<file path="src/rtl/mem_arbiter_if.sv">
// mem_arbiter_if: bundles the two master ports, the shared slave bus and the arbiter status outputs.
interface mem_arbiter_if;
    logic        i_m0_req, i_m0_we, o_m0_ack;
    logic [15:0] i_m0_addr;
    logic [7:0]  i_m0_dat, o_m0_dat;
    logic        i_m1_req, i_m1_we, o_m1_ack;
    logic [15:0] i_m1_addr;
    logic [7:0]  i_m1_dat, o_m1_dat;
    logic [15:0] o_s_addr;
    logic [7:0]  o_s_dat, i_s_dat;
    logic        o_s_we, o_s_stb, i_s_ack;
    logic [1:0]  o_grant;
    logic        o_err;
    modport master (
        input  i_m0_req, i_m0_addr, i_m0_we, i_m0_dat,
        input  i_m1_req, i_m1_addr, i_m1_we, i_m1_dat,
        input  i_s_dat, i_s_ack,
        output o_m0_dat, o_m0_ack, o_m1_dat, o_m1_ack,
        output o_s_addr, o_s_dat, o_s_we, o_s_stb, o_grant, o_err
    );
    modport slave (
        output i_m0_req, i_m0_addr, i_m0_we, i_m0_dat,
        output i_m1_req, i_m1_addr, i_m1_we, i_m1_dat,
        output i_s_dat, i_s_ack,
        input  o_m0_dat, o_m0_ack, o_m1_dat, o_m1_ack,
        input  o_s_addr, o_s_dat, o_s_we, o_s_stb, o_grant, o_err
    );
endinterface

</file>
<file path="src/rtl/mem_arbiter.sv">
// mem_arbiter: round-robin two-master arbiter for an async-ack 8-bit slave bus with a wait-state watchdog.
module mem_arbiter #(
    parameter int         TIMEOUT  = 15,
    parameter logic [7:0] ERR_DATA = 8'hFF
) (
    input logic         i_clk,
    input logic         i_reset,
    mem_arbiter_if.master bus
);
    localparam int CW = $clog2(TIMEOUT + 1);
    typedef enum logic [1:0] {IDLE, ACTIVE, ACK} state_t;
    state_t        state, nxt;
    logic          last, owner, err_r, win, go, tmo;
    logic [CW-1:0] cnt;
    assign go  = bus.i_m0_req | bus.i_m1_req;
    // master 1 wins unless master 0 is alone or master 1 had the last grant
    assign win = ~(bus.i_m0_req & (~bus.i_m1_req | last));
    assign tmo = cnt == CW'(TIMEOUT - 1);
    always_ff @(posedge i_clk or posedge i_reset)
        if (i_reset) state <= IDLE;
        else         state <= nxt;
    always_comb
        nxt = state == IDLE   ? (go ? ACTIVE : IDLE) :
              state == ACTIVE ? ((bus.i_s_ack | tmo) ? ACK : ACTIVE) : IDLE;
    always_comb begin
        bus.o_s_stb  = state == ACTIVE;
        bus.o_grant  = state == IDLE ? 2'b00 : {owner, ~owner};
        bus.o_m0_ack = state == ACK && !owner;
        bus.o_m1_ack = state == ACK && owner;
        bus.o_err    = state == ACK && err_r;
    end
    always_ff @(posedge i_clk or posedge i_reset)
        if (i_reset) begin
            bus.o_s_addr <= '0;
            bus.o_s_dat  <= '0;
            bus.o_s_we   <= 1'b0;
            bus.o_m0_dat <= '0;
            bus.o_m1_dat <= '0;
            last         <= 1'b1;
            owner        <= 1'b0;
            err_r        <= 1'b0;
            cnt          <= '0;
        end else if (state == IDLE && go) begin
            bus.o_s_addr <= win ? bus.i_m1_addr : bus.i_m0_addr;
            bus.o_s_dat  <= win ? bus.i_m1_dat : bus.i_m0_dat;
            bus.o_s_we   <= win ? bus.i_m1_we : bus.i_m0_we;
            owner        <= win;
            last         <= win;
            err_r        <= 1'b0;
            cnt          <= '0;
        end else if (state == ACTIVE) begin
            if (bus.i_s_ack | tmo) begin
                err_r <= ~bus.i_s_ack;
                if (!bus.o_s_we && owner)  bus.o_m1_dat <= bus.i_s_ack ? bus.i_s_dat : ERR_DATA;
                if (!bus.o_s_we && !owner) bus.o_m0_dat <= bus.i_s_ack ? bus.i_s_dat : ERR_DATA;
            end else
                cnt <= cnt + 1'b1;
        end
endmodule

</file>
<file path="src/flat_wrapper.sv">
// flat-port wrapper written by rule: the top's interface ports become plain ports
module mem_arbiter_flat 
#(
    parameter int         TIMEOUT  = 15,
    parameter logic [7:0] ERR_DATA = 8'hFF
)
  (i_clk, i_reset, bus_i_m0_req, bus_i_m0_addr, bus_i_m0_we, bus_i_m0_dat, bus_i_m1_req, bus_i_m1_addr, bus_i_m1_we, bus_i_m1_dat, bus_i_s_dat, bus_i_s_ack, bus_o_m0_dat, bus_o_m0_ack, bus_o_m1_dat, bus_o_m1_ack, bus_o_s_addr, bus_o_s_dat, bus_o_s_we, bus_o_s_stb, bus_o_grant, bus_o_err);
  mem_arbiter_if bus_i ();
  input logic i_clk;
  input logic i_reset;
  input wire logic [$bits(bus_i.i_m0_req)-1:0] bus_i_m0_req;
  input wire logic [$bits(bus_i.i_m0_addr)-1:0] bus_i_m0_addr;
  input wire logic [$bits(bus_i.i_m0_we)-1:0] bus_i_m0_we;
  input wire logic [$bits(bus_i.i_m0_dat)-1:0] bus_i_m0_dat;
  input wire logic [$bits(bus_i.i_m1_req)-1:0] bus_i_m1_req;
  input wire logic [$bits(bus_i.i_m1_addr)-1:0] bus_i_m1_addr;
  input wire logic [$bits(bus_i.i_m1_we)-1:0] bus_i_m1_we;
  input wire logic [$bits(bus_i.i_m1_dat)-1:0] bus_i_m1_dat;
  input wire logic [$bits(bus_i.i_s_dat)-1:0] bus_i_s_dat;
  input wire logic [$bits(bus_i.i_s_ack)-1:0] bus_i_s_ack;
  output wire logic [$bits(bus_i.o_m0_dat)-1:0] bus_o_m0_dat;
  output wire logic [$bits(bus_i.o_m0_ack)-1:0] bus_o_m0_ack;
  output wire logic [$bits(bus_i.o_m1_dat)-1:0] bus_o_m1_dat;
  output wire logic [$bits(bus_i.o_m1_ack)-1:0] bus_o_m1_ack;
  output wire logic [$bits(bus_i.o_s_addr)-1:0] bus_o_s_addr;
  output wire logic [$bits(bus_i.o_s_dat)-1:0] bus_o_s_dat;
  output wire logic [$bits(bus_i.o_s_we)-1:0] bus_o_s_we;
  output wire logic [$bits(bus_i.o_s_stb)-1:0] bus_o_s_stb;
  output wire logic [$bits(bus_i.o_grant)-1:0] bus_o_grant;
  output wire logic [$bits(bus_i.o_err)-1:0] bus_o_err;
  assign bus_i.i_m0_req = bus_i_m0_req;
  assign bus_i.i_m0_addr = bus_i_m0_addr;
  assign bus_i.i_m0_we = bus_i_m0_we;
  assign bus_i.i_m0_dat = bus_i_m0_dat;
  assign bus_i.i_m1_req = bus_i_m1_req;
  assign bus_i.i_m1_addr = bus_i_m1_addr;
  assign bus_i.i_m1_we = bus_i_m1_we;
  assign bus_i.i_m1_dat = bus_i_m1_dat;
  assign bus_i.i_s_dat = bus_i_s_dat;
  assign bus_i.i_s_ack = bus_i_s_ack;
  assign bus_o_m0_dat = bus_i.o_m0_dat;
  assign bus_o_m0_ack = bus_i.o_m0_ack;
  assign bus_o_m1_dat = bus_i.o_m1_dat;
  assign bus_o_m1_ack = bus_i.o_m1_ack;
  assign bus_o_s_addr = bus_i.o_s_addr;
  assign bus_o_s_dat = bus_i.o_s_dat;
  assign bus_o_s_we = bus_i.o_s_we;
  assign bus_o_s_stb = bus_i.o_s_stb;
  assign bus_o_grant = bus_i.o_grant;
  assign bus_o_err = bus_i.o_err;
  mem_arbiter #(.TIMEOUT(TIMEOUT), .ERR_DATA(ERR_DATA)) u_core (.i_clk(i_clk), .i_reset(i_reset), .bus(bus_i));
endmodule
</file>
<file path="config.mk">
export PLATFORM = sky130hd
export DESIGN_NAME = mem_arbiter_flat
export DESIGN_NICKNAME = d
export VERILOG_FILES = /design/src/rtl/mem_arbiter_if.sv /design/src/rtl/mem_arbiter.sv /design/src/flat_wrapper.sv
export SDC_FILE = /design/constraint.sdc
export NUM_CORES = 1
export LEC_CHECK = 0
export ABC_CLOCK_PERIOD_IN_PS = 3500
export CAP_MARGIN = 20
export CORE_ASPECT_RATIO = 0.5
export CORE_MARGIN = 3
export CORE_UTILIZATION = 45
export CTS_CLUSTER_DIAMETER = 60
export DETAILED_ROUTE_END_ITERATION = 8
export GPL_TIMING_DRIVEN = 0
export HOLD_SLACK_MARGIN = 0.06
export PLACE_DENSITY = 0.95
export SYNTH_ARGS = -nofsm -noshare
export SYNTH_HDL_FRONTEND = slang
export SYNTH_SLANG_ARGS = --single-unit
</file>
<file path="constraint.sdc">
create_clock -name i_clk -period 3.5 [get_ports i_clk]
set_clock_uncertainty 0.05 [all_clocks]
set_input_delay 0.7 -clock i_clk [delete_from_list [all_inputs] [get_ports i_clk]]
set_output_delay 0.7 -clock i_clk [all_outputs]
set_load 0.01 [all_outputs]
</file>
==> summary.md, run 1 <==
| Metric | Value |
|---|---|
| Status | completed |
| First-pass GRT wire length | 12.63 mm |
| Final setup violation count | 0 |
| Placed insts | around 420 |
| Reg2Reg Depth | 6 |
| Area contributors post-synth | dfrtp_1 (49%), nand3b_1 (7.6%), a31oi_1 (6.3%), a21oi_1 (6.1%), o21ai_0 (5.7%) |
| Area of the die | 0.006492 sq mm |
| Fmax | 322.6 MHz |
| Top cell family by delay on the critical path | buffers and inverters |
| Crit-path cells | nor2_1 -> clkbuf_1 -> nor2_1 -> clkdlybuf4s50_1 |
| Unrepaired setup endpoints after global routing | false |
| Post-detail-place hpwl | 5.768 mm |
| Worst Setup Start Kind | register |
| Vias in the first global route | roughly 2600 |
| Tmin final | 3.100 ns |
| GP Congestion | 0.8223 |
| Postcts setup bufs | 0 |
| Routed wire length | 7.882 mm |
| Synth Area per Inst | around 10 sq um |
| Leakage | 1.477 nW |
| Arr. time, crit path | 2.35 ns |
| CTS root buf | clkbuf_8 |
| Count leader, synth | dfrtp_1 |
| Residual DRC | 0 |
| Largest net degree at the start of global routing | 31 |
| H-tree depth | 2 |
| Simple-gate share of the synthesized area | 14.93% |
| Worst skew pair latency | 0.31 ns |
| Required time of the worst setup path | 2.75 ns |
| CP max stage delay | 0.54 ns |
| Die height | 58.49 um |
| Initial antenna violation count | 0 |
| Net Count, Synth | 303 |
| Site Rows | 18 |
| Slew HR | 56.05% |
| Post-Syn Area | roughly 0.0025 sq mm |
| Starting density of the core | 48.51% |
| Final WS setup | 0.4003 ns |
| Num CTS Buffers | 5 |
| Mux contribution to synthesized area | 8.880% |
| Vias per std cell | around 5.8 |
| CP max-delay cell | nor2_1 |
| Worst hold path type | register to register |
| Crit path depth | 4 |
| FF-to-FF Start | u_core.cnt[0] |
| Pwr Total | around 0.0029 W |
| R2R Path End | u_core.bus.o_m0_dat[1] |
| Setup tns final | 0 ns |
| CP dominant cell by count | nor2_1 |
| Post-Synth XOR/XNOR Area | 0% |
| Number of flops mapped to enable cells by yosys | 0 |
| DR vias | 2463 |
| CTS tree | yes |
| Clock Sinks | 50 |
| Sequential share of the synthesized area | 50.50% |
| Critical Path Fanout Max | 10 |
| Nets | 419 |
| Crit. End Element | primary output |
| Ports | 110 |
| FF-to-FF setup slack | ~1.5 ns |
| Final non-filler cell total | 425 |
| Antenna Violating Nets Remaining | 0 |
| Crit path to | bus_o_grant[0] |
| Die width | 111.0 um |
| Initial drt markers | 171 |
| Post-synth top flop | dfrtp_1 |
| Largest family of logic cells by synthesized area | compound AO/OA/AOI/OAI gates |
| Antenna cell count | 0 |
| Pwr per Cell Area | 760.3 mW/mm^2 |
| Cell taking the most area after synthesis | dfrtp_1 |
| Post-CTS Resized | 0 |
| Clock-pin slew on the worst setup and hold paths | 0.10 ns |
| Synth top cells by count | dfrtp_1 (49), a21oi_1 (30), o21ai_0 (28), a31oi_1 (25), nand3b_1 (25) |
| CTS Hold Buffers Added | 0 |
| Buffers on Ports | 108 |
| Final period util | 88.56% |
| Ys async rst share | 100.0% |
| GRT overflow | 0 |
| Final Core Density | 73.37% |
| Longest Clk Path Bufs | 2 |
| Setup WS pre-CTS | 0.7425 ns |
| Complex-gate fraction of the synthesized area | 20.38% |
| Maximum vdd drop | 0.4009 mV |
| Number of cells produced by synthesis | 238 |
| Wire per inst | 18.55 um |
| Synth top area share | 49.45% |
| Worst Setup SP | u_core.state[0] |
| Crit Path Category | register to primary output |
| Final Hold Vio Count | 0 |
| Post-synthesis cell type count | 35 |
| Max Cap Viol | 0 |
| All-Layer GR Usage | 24.18% |
| Fraction of layout cells with a size suffix above 1 | between 10% and 20% |
| Worst-margin pin slew | between 0.6 and 0.7 ns |
| Post-Synth Adder-Cell Area | around 1% |
| Slew Limit Fails | 0 |
| CP Buf/Inv Count | 2 |
| #FFs+latches synth | 50 |
| Yosys synthesis warning count | 0 |
| Pre-Repair DR Iteration Count | 4 |
| Core ar. | 0.005112 sq mm |
| P&R area growth vs syn | 51.26% |
worst min-delay path by stage:
stage,from,to,cells after the start
after global placement,u_core.bus.o_m1_dat[1],u_core.bus.o_m1_dat[1],1
after CTS,u_core.bus.o_m1_dat[4],u_core.bus.o_m1_dat[4],1
after detailed placement,u_core.bus.o_m1_dat[4],u_core.bus.o_m1_dat[4],1
final,u_core.bus.o_m1_dat[4],u_core.bus.o_m1_dat[4],1
after global routing,u_core.bus.o_m0_dat[3],u_core.bus.o_m0_dat[3],1
after floorplan,u_core.cnt[3],u_core.cnt[3],1
state kept, by name, indices dropped and copies added (netlist names):
| name | count |
|---|---|
| u_core.bus.o_m0_dat | 8 |
| u_core.bus.o_m1_dat | 8 |
| u_core.bus.o_s_addr | 16 |
| u_core.bus.o_s_dat | 8 |
| u_core.bus.o_s_we | 1 |
| u_core.cnt | 4 |
| u_core.err_r | 1 |
| u_core.last | 1 |
| u_core.owner | 1 |
| u_core.state | 2 |
through the flow:
stage / hold WS [ns] / area (sq um)
final: 0.4663 / 3751
after CTS: 0.4674 / 3751
after detailed placement: 0.4462 / 3669
after global placement: 0.4389 / 3649
after global routing: 0.4926 / 3751
after floorplan: 0.4347 / 2480
layer usage:
| metal | wire length (um) | up-vias | track usage (%) |
|---|---|---|---|
| met5 | 0 | - | 0 |
| met3 | 436 | 19 | 4.312 |
| met2 | 4258 | 112 | 45.95 |
| li1 | - | 1112 | - |
| met4 | 186 | 0 | 9.474 |
| met1 | 3000 | 1220 | 27.95 |
cells in the final DEF, fill, tap and decap left out, drive strengths merged, types with 5 or more instances in the layout:
master and count:
nand3b 25, buf 7, clkbuf 20, a21oi 30
clkdlybuf4s50 108, dfrtp 49, a31oi 26, nor2 6
nand2b 9, inv 5, o21ai 28, mux2 16
where the power goes:
part	leakage (nW)	switching, W	internal (W)
combinational	0.862	0.000666	0.000806
sequential	0.570	0.000191	0.000856
clock	0.0450	0.000194	0.000139
cells by family after synthesis:
kind of cell / count (synthesis)
adders and majority gates: 2
muxes: 17
DFF: 50
and+or+nand+nor: 54
AOI/OAI and AO/OA: 90
buffers and inverters: 25
area by class of cell:
cell class | count | area (sq um)
Buffer | 20 | 87.58
Clock buffer | 6 | 72.57
Clock inverter | 2 | 10.01
Fill cell | 340 | 1361
Inverter | 5 | 18.77
Multi-Input combinational cell | 163 | 1121
Sequential cell | 50 | 1252
Tap cell | 70 | 87.58
Timing Repair Buffer | 109 | 1101
Power figures use the tool's default switching activity.
==> inputs of run 2 (changes only) <==
--- a/config.mk
+++ b/config.mk
@@ -7,7 +7,7 @@
 export LEC_CHECK = 0
 export ABC_CLOCK_PERIOD_IN_PS = 3500
 export CAP_MARGIN = 20
-export CORE_ASPECT_RATIO = 0.5
+export CORE_ASPECT_RATIO = 1.75
 export CORE_MARGIN = 3
 export CORE_UTILIZATION = 45
 export CTS_CLUSTER_DIAMETER = 60
==> run 2 against run 1 <==
  * Non-clock buffer count is the same
  * Utilization shrank 2.0 points
  * Critical path type unchanged
  * Critical endpoint unchanged
  * Highest routed layer unchanged
  * Sequential share of layout area shrank 0.29 points
  * Count of clock-buffer cells in the layout is the same
  * Worst hold slack lost 0.0060 ns
  * Die area shrank 0.29%
  * Largest power group unchanged
  * Sequential power is essentially flat
  * Setup slack gained 0.064 ns
  * Via count shrank 1.9%
==> summary.md, run 2 (same netlist as run 1, synthesis figures left out) <==
| Metric | Value |
|---|---|
| Slew HR | 52.59% |
| CTS root buf | clkbuf_8 |
| GRT overflow | 0 |
| Required time of the worst setup path | 2.75 ns |
| Vias in the first global route | between 2000 and 3000 |
| Final Core Density | 71.41% |
| Max reg flops | 16 |
| Die width | 62.12 um |
| Arr. time, crit path | 2.29 ns |
| Largest net degree at the start of global routing | 35 |
| Slew Limit Fails | 0 |
| Post-detail-place hpwl | 6.025 mm |
| Unrepaired setup endpoints after global routing | false |
| Leakage | 1.484 nW |
| Final setup violation count | 0 |
| Crit Path Category | register to primary output |
| Initial drt markers | 110 |
| Pwr Total | about 0.0029 W |
| Commonest non-fill, non-tap cell in the layout | clkdlybuf4s50_1 |
| Status | completed |
| Final WS setup | 0.4639 ns |
| Wire per inst | approximately 18 um |
| CP max-delay cell | nor2_1 |
| Largest reg by FF count | u_core.bus.o_s_addr |
| Critical Path Fanout Max | 10 |
| Area of the die | 0.006473 sq mm |
| CP Buf/Inv Count | 2 |
| Num CTS Buffers | 5 |
| Final period util | roughly 87% |
| DR vias | 2416 |
| Nets | 419 |
| Longest Clk Path Bufs | 2 |
| Worst skew pair latency | 0.30 ns |
| Post-CTS Resized | 0 |
| Fraction of layout cells with a size suffix above 1 | 10.42% |
| Max Cap Viol | 0 |
| Die height | 104.2 um |
| Ports | between 100 and 150 |
| Crit-path cells | nor2_1 -> clkbuf_1 -> nor2_1 -> clkdlybuf4s50_1 |
| Postcts setup bufs | 0 |
| Crit. End Element | primary output |
| H-tree depth | 2 |
| Final Hold Vio Count | 0 |
| Pwr per Cell Area | 766.9 mW/mm^2 |
| P&R area growth vs syn | 52.57% |
| Pre-Repair DR Iteration Count | 4 |
| Buffers on Ports | 108 |
| Antenna cell count | 0 |
| Vias per std cell | 5.632 |
| All-Layer GR Usage | between 20% and 30% |
| Worst hold path type | register to register |
| Setup tns final | 0 ns |
| Maximum vdd drop | 0.4613 mV |
| Final non-filler cell total | between 400 and 500 |
| Residual DRC | 0 |
| Worst-margin pin slew | 0.7085 ns |
| CTS Hold Buffers Added | 0 |
| Top cell family by delay on the critical path | buffers and inverters |
| Site Rows | 35 |
| CTS tree | yes |
| Fmax | between 300 and 400 MHz |
| CP max stage delay | 0.58 ns |
| Routed wire length | 7.707 mm |
| Starting density of the core | 46.80% |
| Clock Sinks | 50 |
| Tmin final | 3.036 ns |
| Initial antenna violation count | 0 |
| Clock-pin slew on the worst setup and hold paths | 0.09 ns |
| Antenna Violating Nets Remaining | 0 |
| First-pass GRT wire length | 12.63 mm |
| CP dominant cell by count | nor2_1 |
| Setup WS pre-CTS | between 0.7 and 0.8 ns |
| Worst Setup Start Kind | register |
| Placed insts | 421 |
| GP Congestion | 0.8249 |
| Core ar. | roughly 0.0053 sq mm |
| Most frequent cells in the layout | clkdlybuf4s50_1 (108), dfrtp_1 (49), a21oi_1 (30), o21ai_0 (28) |
run 2: cell count changes in the layout (fill, tap and decap cells not counted):
cell | previous run | this run
bufinv_16 | 0 | 1
clkinv_2 | 2 | 0
clkinvlp_4 | 0 | 1
run 2: worst paths after layout:
| path | startpoint | endpoint | slack, ns | cells after the start |
|---|---|---|---|---|
| worst max-delay path | u_core.state[0] | bus_o_grant[0] | 0.46 | 4 |
| worst min-delay path | u_core.bus.o_m1_dat[3] | u_core.bus.o_m1_dat[3] | 0.46 | 1 |
| worst max register to register | u_core.cnt[0] | u_core.bus.o_m0_dat[7] | 1.52 | 6 |
| worst min register to register | u_core.bus.o_m1_dat[3] | u_core.bus.o_m1_dat[3] | 0.46 | 1 |
| max in group asynchronous | i_reset | u_core.last | 2.19 | 3 |
| min in group asynchronous | i_reset | u_core.bus.o_m1_dat[5] | 0.64 | 2 |
run 2: metrics by stage:
stage,hold WS (ns),cell area (sq um)
floorplan,0.4347,2480
global placement,0.4380,3654
detailed placement,0.4444,3674
CTS,0.4660,3784
global route,0.4771,3784
finish,0.4602,3784
run 2: layer usage:
metal / wire length [um] / GRT usage, %
met4: 247 / 10.28
met1: 2768 / 25.37
met3: 417 / 3.784
met2: 4273 / 46.76
met5: 0 / 0
run 2: report_power, final:
part	switching [W]	internal [W]
sequential	0.000180	0.000855
clock	0.000191	0.000213
combinational	0.000654	0.000807
total	0.00103	0.00188
run 2: layout make-up:
type                    count  area, sq um
fillers                   382         1515
clock inverters             2        37.54
repair buffers            109         1101
inverters                   5        18.77
flip-flops and latches     50         1252
well taps                  74        92.59
clock buffers               6        72.57
multi-input cells         163         1121
plain buffers              20        87.58
run 2: worst reg2reg max path, stage by stage, from the launching register on:
cell     delay (ns)
dfrtp_1        0.41
inv_1          0.10
ha_1           0.20
a31oi_2        0.13
or4_1          0.50
buf_6          0.17
mux2_4         0.31
